$ cat config.mk
export PLATFORM = sky130hd
export DESIGN_NAME = ln_matrix_packer
export DESIGN_NICKNAME = d
export VERILOG_FILES = /design/src/rtl/ln_matrix_packer.sv
export SDC_FILE = /design/constraint.sdc
export NUM_CORES = 2
export LEC_CHECK = 0
export ABC_AREA = 1
export BUFFER_PORTS_ARGS = -buffer_cell sky130_fd_sc_hd__buf_2
export CORE_AREA = 2 2 404 406
export CTS_BUF_LIST = sky130_fd_sc_hd__clkbuf_16
export DETAILED_ROUTE_END_ITERATION = 7
export DIE_AREA = 0 0 406 408
export PLACE_DENSITY_LB_ADDON = 0.05
export SLEW_MARGIN = 30
export SYNTH_ARGS = -nofsm -noshare
export SYNTH_HDL_FRONTEND = slang
export SYNTH_SLANG_ARGS = --single-unit
$ cat constraint.sdc
create_clock -name clk -period 3.92 [get_ports clk]
set_input_delay 0.588 -clock clk [delete_from_list [all_inputs] [get_ports clk]]
set_output_delay 0.588 -clock clk [all_outputs]
set_load 0.02 [all_outputs]
$ cat src/rtl/ln_matrix_packer.sv
// ln_matrix_packer: assembles a row-major element stream into a flat matrix, pulses start and holds it until done.
// Optional LN_PACK_FRAME_CNT_EN adds a 16-bit count of completed frames.
module ln_matrix_packer #(
  parameter int DATA_WIDTH = 16,
  parameter int SEQ_LEN = 8,
  parameter int EMB_DIM = 8
) (
  input  logic clk,
  input  logic rst,
  input  logic in_valid,
  input  logic [DATA_WIDTH-1:0] in_data,
  input  logic in_last,
  output logic in_ready,
  output logic [DATA_WIDTH*SEQ_LEN*EMB_DIM-1:0] mat_out,
  output logic start,
  input  logic done,
  output logic busy,
  output logic err_row_len
`ifdef LN_PACK_FRAME_CNT_EN
  ,
  output logic [15:0] frame_cnt
`endif
);
  localparam int RW = SEQ_LEN > 1 ? $clog2(SEQ_LEN) : 1;
  localparam int CW = EMB_DIM > 1 ? $clog2(EMB_DIM) : 1;
  localparam logic [1:0] S_FILL = 2'd0, S_ISSUE = 2'd1, S_WAIT = 2'd2;
  logic [1:0] state, state_nx;
  logic [RW-1:0] row;
  logic [CW-1:0] col;
  logic [31:0] idx;
  logic acc, col_end, row_end, frame_end;
  assign acc = in_valid & in_ready;
  assign col_end = col == CW'(EMB_DIM - 1);
  assign row_end = in_last | col_end;
  assign frame_end = acc & row_end & (row == RW'(SEQ_LEN - 1));
  assign idx = 32'(row) * 32'(EMB_DIM) + 32'(col);
  assign start = state == S_ISSUE;
  assign busy = state != S_FILL;
  always_comb begin
    state_nx = state == S_FILL  ? (frame_end ? S_ISSUE : S_FILL) :
               state == S_ISSUE ? S_WAIT : (done ? S_FILL : S_WAIT);
  end
  // in_ready is registered from the next state so it stays low for the cycle rst is held
  always_ff @(posedge clk) begin
    if (rst) begin
      state <= S_FILL;
      row <= '0;
      col <= '0;
      mat_out <= '0;
      err_row_len <= 1'b0;
      in_ready <= 1'b0;
    end else begin
      state <= state_nx;
      in_ready <= state_nx == S_FILL;
      if (acc) begin
        mat_out[idx*DATA_WIDTH +: DATA_WIDTH] <= in_data;
        if (in_last != col_end) err_row_len <= 1'b1;
        col <= row_end ? '0 : col + 1'b1;
        row <= !row_end ? row : frame_end ? '0 : row + 1'b1;
      end
      if (state == S_WAIT && done) mat_out <= '0;
    end
  end
`ifdef LN_PACK_FRAME_CNT_EN
  always_ff @(posedge clk) begin
    if (rst) frame_cnt <= '0;
    else if (state == S_WAIT && done) frame_cnt <= frame_cnt + 16'd1;
  end
`endif
endmodule
==> summary.txt <==
Global route
  – Antenna violations before repair: 19
  – Vias in the first global route: 40700
  – Tot GR Track Use: 27.6%
  – Final global-route overflow total: 0
  – Largest net degree at the start of global routing: 173
  – Global-route wire length before repair: 325 mm

Synthesis
  – YS warnings: 0
  – Netlist Area Pre-Place: 41800 um^2
  – #FFs+latches synth: 1034
  – Syn_nets: 6155
  – Synth Instances: 6126
  – Distinct cells, synth: 29
  – Post-synthesis sequential area ratio: 49.5%
  – Mean Syn Cell Area: 6.83 um^2

Route
  – Vias: 43400
  – # DRC: 0
  – Starting DRT DRC Count: 3135
  – Via density: 4.64
  – Drt total wl: 238 mm
  – First-pass detailed-route iteration total: 5
  – Post-route ant nets: 0
  – WL/cell: 25.4 um

Power
  – Peak supply drop: 0.443 mV
  – Static leakage: 27.8 nW
  – Cell area power density: 445 nW/um^2

Clock network
  – CTS buffer count: 132
  – # hold bufs at CTS: 0
  – CTS tree: built
  – # H-tree levels: 4
  – Clock-pin slew on the worst setup and hold paths: 0.05 ns
  – Clock Sinks: 1034
  – Post-CTS setup buffers: 0
  – Clock Path Buffers: 3
  – Worst-Skew Late Latency: 0.78 ns
  – Clk root buf: clkbuf_16
  – Post-CTS sizing: 0

Outcome
  – Outcome: complete, no violations

Layout
  – Fraction of layout cells with a size suffix above 1: 20.4%
  – Fin cells: 9363
  – Area growth syn-to-layout: 28.5%
  – Fin nets: 7112

Timing
  – RSZ-0062 raised after global routing: no
  – Worst-margin pin slew: 0.997 ns
  – Period Utilization, post-route: 88.4%
  – TNS Setup: 0 ns
  – Fmax: 289 MHz
  – Normalized max-slew margin: 33.3%
  – Max Slew Vio Count: 0
  – Final critical-path required period: 3.47 ns
  – Fin Hold WS: 0.135 ns
  – Setup violators final: 0
  – Clk_skew: 0.0259 ns
  – Final hold violation count: 0

Critical path
  – Crit path launch type: flip-flop
  – Crit-path slowest cell: inv_2
  – Worst R2R Path Depth: 13
  – Reg2reg start: col[0]$_SDFFE_PP0P_
  – Reg2reg setup slack: 0.45 ns
  – Kind of cell adding the most delay to the critical path: simple AND/OR/NAND/NOR gates
  – Crit path launch: col[0]$_SDFFE_PP0P_
  – Largest fanout on the critical path: 38
  – Critical path, cell by cell: inv_2 > buf_4 > nand2_1 > nor2_1 > ha_1 > nor2_4 > inv_2 > nor2_4 > nand2_1 > inv_2 > nand2_1 > nand2_1 > nor2_1
  – Most frequent CP cell: nand2_1
  – Worst setup endpoint: mat_out[1001]$_SDFFE_PP0P_
  – CP Data Arrival Time: 4.13 ns
  – FF-to-FF End: mat_out[1001]$_SDFFE_PP0P_
  – CP required: 4.58 ns
  – Crit path largest cell delay: 0.48 ns
  – Levels on crit path: 13
  – Critical setup path kind: reg2reg
  – Crit path buf inv count: 4
  – CP Capture Type: flip-flop

Floorplanning
  – Die X: 406 um
  – Boundary pin count: 1049
  – Starting Density: 25.9%
  – Die Ht: 408 um
  – Die area: 166000 um^2
  – CORE AREA: 162000 um^2
  – Row cnt: 148

Min path
  – Worst hold path type: in2reg

Place
  – Detail Placement HPWL: 177 mm
  – Placed cells: 9124
  – IO buf count: 1048
  – GP Congestion: 0.857

Flow run
  – Max-cap viol count: 0
power by group:
group          internal (W)  switching, W
Sequential           0.0105     0.0000104
Combinational      0.000309       0.00156
Clock               0.00646       0.00504
Total                0.0173       0.00661
worst min-delay path by stage:
stage	start	to	slack (ns)	cells past startpoint
2_1_floorplan	col[1]$_SDFFE_PP0P_	col[1]$_SDFFE_PP0P_	0.48	2
3_3_place_gp	err_row_len$_SDFFE_PP0P_	err_row_len$_SDFFE_PP0P_	0.44	2
3_5_place_dp	err_row_len$_SDFFE_PP0P_	err_row_len$_SDFFE_PP0P_	0.45	2
4_1_cts	rst	state[1]$_SDFF_PP0_	0.07	2
5_1_grt	rst	state[1]$_SDFF_PP0_	0.11	2
6_report	rst	err_row_len$_SDFFE_PP0P_	0.13	2
through the flow:
stage / utilization [%] / instance area [um^2] / setup WS [ns] / power (W)
2_1_floorplan: - / 41800 / 1.29 / 0.0117
3_3_place_gp: 30.8 / 49800 / 0.379 / 0.0126
3_5_place_dp: 30.8 / 49800 / 0.402 / 0.0126
4_1_cts: 33.2 / 53700 / 0.398 / 0.0242
5_1_grt: 33.2 / 53700 / 0.0956 / 0.0247
6_report: 33.3 / 53800 / 0.454 / 0.0239
synth_stat cells (all sizes together):
cell type  count  area share [%]
a211oi         2           0.036
a21oi        233             2.8
a311oi         1           0.021
a31oi          1           0.015
buf          128             1.4
clkbuf       271             2.4
clkinv         2           0.018
dfxtp       1034              49
ha             8            0.24
inv          450             4.0
nand2        913             8.2
nand3        327             3.9
nand4         72             1.1
nor2        2034              18
nor3          93             1.1
nor4          11            0.16
o21a          11            0.20
o21ai        533             6.4
o22ai          1           0.015
or2            1           0.015
cells in the final DEF (no fill, tap or decap), types with 12 or more instances in the layout:
master,Yosys,final
nand2_1,907,904
inv_2,32,31
nor2_1,2015,2006
nor2_4,6,12
o21ai_0,514,514
clkinv_1,2,32
nor2_2,13,16
a21oi_1,233,233
o21ai_1,19,19
clkbuf_16,0,136
nand4_1,71,71
dfxtp_1,1034,1034
nand3_1,325,325
nor3_1,91,89
buf_2,73,1048
clkinv_2,0,18
buf_4,0,163
inv_1,418,450
cells by family (layout without fill, tap and decap cells):
kind of cell / after synthesis / after routing / synth area share [%]
other cells: 0 / 9 / 0
compound gates: 782 / 782 / 9.45
fa+ha+maj: 8 / 8 / 0.239
buf+inv: 851 / 1904 / 7.85
simple gates: 3451 / 3451 / 33.0
flops: 1034 / 1034 / 49.5
layout make-up:
cell class / count / area (um^2)
inverters: 452 / 1700
clock inverters: 94 / 549
diodes: 9 / 22.5
fillers: 18100 / 108000
well taps: 2175 / 2720
repair buffers: 1222 / 6690
multi-input cells: 4241 / 18000
clock buffers: 136 / 3400
flip-flops and latches: 1034 / 20700
sequential cells by signal, indices dropped and copies added (netlist names):
register / count
in_ready: 1
err_row_len: 1
state: 2
col: 3
mat_out: 1024
row: 3
metal layers:
metal / vias to the layer above / part of all wire [%] / global-route usage [%]
li1: 21100 / - / -
met3: 281 / 8.4 / 8.60
met2: 1451 / 49 / 47.5
met4: 2 / 3.6 / 9.72
met5: - / 0.0055 / 0
met1: 20500 / 39 / 32.0
No activity file was read; power rests on OpenSTA's default activity.
